## config.mk

```make
export PLATFORM = sky130hd
export DESIGN_NAME = stack_sequencer
export DESIGN_NICKNAME = d
export VERILOG_FILES = /design/src/rtl/stack_sequencer.sv
export SDC_FILE = /design/constraint.sdc
export NUM_CORES = 1
export LEC_CHECK = 0
export BUFFER_PORTS_ARGS = -buffer_cell sky130_fd_sc_hd__buf_2
export CAP_MARGIN = 20
export CORE_AREA = 3 3 93 95
export DETAILED_ROUTE_END_ITERATION = 8
export DIE_AREA = 0 0 96 98
export PLACE_DENSITY = 0.87
export SETUP_SLACK_MARGIN = 0.15
export SLEW_MARGIN = 40
export SYNTH_ARGS = -nofsm -noshare
export SYNTH_HDL_FRONTEND = slang
export SYNTH_SLANG_ARGS = --single-unit
export TNS_END_PERCENT = 20
```

## constraint.sdc

```tcl
create_clock -name clk -period 6.2 [get_ports clk]
set_input_delay 1.55 -clock clk [delete_from_list [all_inputs] [get_ports clk]]
set_output_delay 1.55 -clock clk [all_outputs]
set_load 0.02 [all_outputs]
```

## src/rtl/stack_sequencer.sv

```systemverilog
// PUSH/POP sequencer: moves a 16-bit register pair to/from the byte-wide stack and writes SP back.
// Optional SP wrap detection enabled by defining STACK_SEQ_WRAP_DETECT_EN.
module stack_sequencer #(
   parameter logic [3:0] SP_IDX = 4'd9
) (
   input  logic        clk,
   input  logic        rst,
   input  logic        start,
   input  logic        op,
   input  logic [3:0]  pair,
   output logic        busy,
   output logic        done,
   output logic [3:0]  rd_reg1,
   input  logic [7:0]  rd_data1,
   input  logic [7:0]  rd_data1_lo,
   output logic [3:0]  rd_reg2,
   input  logic [7:0]  rd_data2,
   input  logic [7:0]  rd_data2_lo,
   output logic [3:0]  wr_reg,
   output logic [15:0] wr_data,
   output logic [1:0]  write_flag,
   output logic        mem_req,
   output logic        mem_we,
   output logic [15:0] mem_addr,
   output logic [7:0]  mem_wdata,
   input  logic [7:0]  mem_rdata,
   input  logic        mem_ack,
   output logic        sp_wrap
);

   localparam int unsigned AW = 16;
   localparam int unsigned DW = 8;
   localparam int unsigned RW = 4;
   localparam logic [1:0] WF_PAIR = 2'd2;

   typedef enum logic [2:0] {
      IDLE, P_HI, P_LO, P_SP, O_LO, O_HI, O_PAIR, O_SP
   } state_t;

   state_t         state, stateNext;
   logic [RW-1:0]  pairQ;
   logic [AW-1:0]  spQ;
   logic [AW-1:0]  dataQ;
   logic [DW-1:0]  loQ;
   logic [DW-1:0]  hiQ;

   always_ff @(posedge clk) begin
      if (rst) state <= IDLE;
      else     state <= stateNext;
   end

   // Operands are snapshotted at start so later register-file writes cannot disturb the operation
   always_ff @(posedge clk) begin
      if (rst) begin
         pairQ <= '0;
         spQ   <= '0;
         dataQ <= '0;
         loQ   <= '0;
         hiQ   <= '0;
      end else begin
         if (state == IDLE && start) begin
            pairQ <= pair;
            spQ   <= {rd_data2, rd_data2_lo};
            dataQ <= {rd_data1, rd_data1_lo};
         end
         if (state == O_LO && mem_ack) loQ <= mem_rdata;
         if (state == O_HI && mem_ack) hiQ <= mem_rdata;
      end
   end

   assign rd_reg2 = SP_IDX;

`ifdef STACK_SEQ_WRAP_DETECT_EN
   logic pushWrap;
   logic popWrap;
   assign pushWrap = (spQ <= 16'h0001);
   assign popWrap  = (spQ >= 16'hFFFE);
   assign sp_wrap  = (state == P_SP && pushWrap) || (state == O_SP && popWrap);
`else
   assign sp_wrap = 1'b0;
`endif

   // Next state and Moore outputs; bus outputs depend only on state so they hold through wait states
   always_comb begin
      stateNext  = state;
      busy       = (state != IDLE);
      done       = 1'b0;
      rd_reg1    = (state == IDLE) ? pair : pairQ;
      mem_req    = 1'b0;
      mem_we     = 1'b0;
      mem_addr   = '0;
      mem_wdata  = '0;
      wr_reg     = '0;
      wr_data    = '0;
      write_flag = 2'd0;
      case (state)
         IDLE: begin
            if (start) stateNext = op ? O_LO : P_HI;
         end
         P_HI: begin
            mem_req   = 1'b1;
            mem_we    = 1'b1;
            mem_addr  = spQ - 16'd1;
            mem_wdata = dataQ[15:8];
            if (mem_ack) stateNext = P_LO;
         end
         P_LO: begin
            mem_req   = 1'b1;
            mem_we    = 1'b1;
            mem_addr  = spQ - 16'd2;
            mem_wdata = dataQ[7:0];
            if (mem_ack) stateNext = P_SP;
         end
         P_SP: begin
            write_flag = WF_PAIR;
            wr_reg     = SP_IDX;
            wr_data    = spQ - 16'd2;
            done       = 1'b1;
            stateNext  = IDLE;
         end
         O_LO: begin
            mem_req  = 1'b1;
            mem_addr = spQ;
            if (mem_ack) stateNext = O_HI;
         end
         O_HI: begin
            mem_req  = 1'b1;
            mem_addr = spQ + 16'd1;
            if (mem_ack) stateNext = O_PAIR;
         end
         O_PAIR: begin
            write_flag = WF_PAIR;
            wr_reg     = pairQ;
            wr_data    = {hiQ, loQ};
            stateNext  = O_SP;
         end
         O_SP: begin
            write_flag = WF_PAIR;
            wr_reg     = SP_IDX;
            wr_data    = spQ + 16'd2;
            done       = 1'b1;
            stateNext  = IDLE;
         end
         default: stateNext = IDLE;
      endcase
   end

endmodule

```

==> results.json <==
{
  "whs_ns": 0.461,
  "powerDensity_nw_per_um2": 271,
  "viasPerCell": 5.88,
  "synth.mux.area_fraction": 0.0155,
  "coreArea_um2": 7810,
  "synth_xor_xnor_area_share": 0.0670,
  "p_clk_frac": 0.201,
  "end_kind": "primary output",
  "cts_tree": "yes",
  "drive_gt1_frac": 0.194,
  "ys_ff_latch": 55,
  "min_path_type": "register to register",
  "startpoint": "state[0]$_SDFFE_PP0P_",
  "yosysTopAreaCellShare": 0.263,
  "cts_resized": 0,
  "die-area_um2": 9410,
  "power.internal_uw": 742,
  "crit_required_ns": 4.65,
  "rsz0062_at_grt": "false",
  "routed-wl-met2_um": 6010,
  "setup_violations": 0,
  "reg2regPathDepth": 6,
  "swShare": 0.427,
  "grt_max_degree": 57,
  "synth-compound-area-share": 0.247,
  "io_pins": 108,
  "synth_cell_type_count": 58,
  "synthAdderAreaFrac": 0.0616,
  "reg2reg_to": "loQ[4]$_SDFFE_PP0P_",
  "grt_pass1_vias": 4303,
  "p_leak_uw": 0.00206,
  "yosysTopAreaCell": "dfxtp_1",
  "cp-start-kind": "register",
  "cap_violations": 0,
  "ys.flop_type": "dfxtp_1",
  "async_flop_share": 0,
  "finalCritPeriodShare": 0.860,
  "vias": 4543,
  "layout.nets": 739,
  "path_class": "register to primary output",
  "clock_sinks": 55,
  "status": "completed",
  "yosysSeqAreaShare": 0.263,
  "hold_violations": 0,
  "cp.arrival_ns": 3.78,
  "drt-initial-drc-count": 453,
  "hpwl_um": 9140,
  "cpPeakStageDelay_ns": 0.40,
  "cp_slowest_cell": "or4_1",
  "fin_cells": 773,
  "synthSimpleGateAreaFrac": 0.275,
  "highest_layer": "met4",
  "yosysWarnings": 0,
  "portBuffers": 101,
  "rows": 32,
  "clock_path_buffers": 2,
  "synth_area_um2": 4190,
  "drtPass1Iterations": 5,
  "timing.critical_path.cells": "buf_4 -> inv_1 -> nor2_1 -> nand2_1 -> buf_4 -> ha_1 -> a21o_1 -> a221o_1 -> a21oi_1 -> a21oi_1 -> or4_1 -> nand3_1 -> buf_2",
  "combPwrFrac": 0.471,
  "route.met3.wl_um": 858,
  "max_freq_ghz": 0.188,
  "start_util": 0.536,
  "overflow": 0,
  "skew_ns": 0.00977,
  "grt_usage": 0.266,
  "fin_tns_setup_ns": 0,
  "ant_nets": 0,
  "cts-hold-fix-buffers": 0,
  "worstReg2RegStart": "state[2]$_SDFFE_PP0P_",
  "wl_per_cell_um": 16.3,
  "drcViolationCount": 0,
  "avgSynthCellArea_um2": 6.93,
  "cts_setup_buffers": 0,
  "routed_wl_um": 12600,
  "clk_pin_slew_ns": 0.11,
  "placed_cells": 765,
  "die_h_um": 98,
  "regToRegSetupSlack_ns": 3.82,
  "min_path_cells": 2,
  "area_growth_pct": 14.1,
  "wl_met1_um": 5400,
  "tightest_slew_ns": 0.743,
  "cts_buffers": 5,
  "antenna_cells": 0,
  "synth_top_family_by_area": "simple AND/OR/NAND/NOR gates",
  "netlist_instances": 604,
  "cp-endpoint": "mem_addr[12]",
  "cp_max_fo": 26,
  "root_buffer": "clkbuf_8",
  "antenna_found_initial": 0,
  "synth_area_leaders": "dfxtp_1 26%, nand2_1 13%, a21oi_1 9.6%",
  "insertion_delay_ns": 0.32,
  "relSlewSlack": 0.503,
  "place_congestion": 0.967,
  "irDropWorstVdd_v": 0.000174,
  "grt_pass1_wl_um": 20400,
  "cts.htree.levels": 2,
  "slew_viol_final": 0,
  "die_x_um": 96,
  "min_period_ns": 5.33,
  "synth-edff-count": 0,
  "seq_power_share": 0.327,
  "p_sw_uw": 552
}
[per-stage QoR]
stage	utilization	worst slack, ns	area, um2	total power [uW]
3_5_place_dp	0.595	1.29	4650	1030
4_1_cts	0.611	0.919	4770	1290
6_report	0.611	0.868	4770	1290
2_1_floorplan	-	0.965	4200	888
3_3_place_gp	0.594	1.40	4640	1010
5_1_grt	0.611	0.597	4770	1380
[power by group through the flow]
stage          clock network, uW  logic [uW]  registers, uW
2_1_floorplan                  0         482            405
3_3_place_gp                   0         586            428
3_5_place_dp                   0         601            430
4_1_cts                      266         604            422
5_1_grt                      281         674            427
6_report                     261         610            423
[kinds of logic (layout without fill, tap and decap cells)]
kind of cell | count (synthesis) | in the layout
simple gates | 253 | 253
compound gates | 172 | 172
buf+inv | 64 | 127
flops | 55 | 55
xor+xnor | 32 | 32
fa+ha+maj | 20 | 20
mux | 6 | 6
other cells | 2 | 6
[registers in the layout, indices dropped and copies added, names as in the netlist]
name	flops
loQ	8
spQ	16
state	3
hiQ	8
pairQ	4
dataQ	16
[critical path: cells and delay by family, from the launching register on]
kind	cells	cell delay (ns)
AOI/OAI and AO/OA	4	1.09
adders and majority gates	1	0.34
buffers and inverters	4	0.89
DFF	1	0.33
and+or+nand+nor	4	0.80
[cells in the mapped netlist, types with 9 or more instances]
master and number:
buf_1 10, o21ai_0 22, clkbuf_1 31, a22oi_1 13, a21oi_1 80, dfxtp_1 55
xnor2_1 15, nor3_1 14, o21ai_1 11, xor2_1 17, inv_1 12, nand3_1 9
nor2_1 40, ha_1 19, nand2_1 145
[final cells by class]
cell class	instances	area (um2)
clock inverters	3	55.1
multi-input cells	489	2820
repair buffers	107	553
fillers	742	3030
well taps	102	128
inverters	12	45.0
clock buffers	5	68.8
flip-flops and latches	55	1100
[layer usage]
metal	track usage	vias to the layer above
li1	-	2215
met3	0.0447	31
met4	0.0897	0
met2	0.433	212
met1	0.353	2085
met5	0	-
[cells in the final DEF, fill, tap and decap left out, types with 3 or more instances in the layout]
cell	instances
a21o_1	4
a21oi_1	80
a221o_1	4
a22oi_1	13
a31oi_1	4
a41oi_1	3
and2_1	6
and3_1	8
and4_1	3
buf_2	100
buf_4	7
clkbuf_8	5
conb_1	6
dfxtp_1	54
ha_1	19
inv_1	12
mux2_2	4
nand2_1	144
nand3_1	9
nor2_1	40
nor2b_1	4
nor3_1	13
o211ai_1	3
o21a_1	6
o21ai_0	22
o21ai_1	11
o22ai_1	8
or3_1	3
or4_1	5
xnor2_1	15
xor2_1	17
[worst min path at each step]
stage                                start                     end  slack (ns)
detailed placement  dataQ[14]$_SDFFE_PP0P_  dataQ[14]$_SDFFE_PP0P_        0.45
CTS                 dataQ[14]$_SDFFE_PP0P_  dataQ[14]$_SDFFE_PP0P_        0.46
global route         dataQ[1]$_SDFFE_PP0P_   dataQ[1]$_SDFFE_PP0P_        0.48
finish               dataQ[1]$_SDFFE_PP0P_   dataQ[1]$_SDFFE_PP0P_        0.46
floorplan              hiQ[0]$_SDFFE_PP0P_     hiQ[0]$_SDFFE_PP0P_        0.43
global placement     dataQ[5]$_SDFFE_PP0P_   dataQ[5]$_SDFFE_PP0P_        0.44
Note: power is estimated with default switching activity, not from simulation.
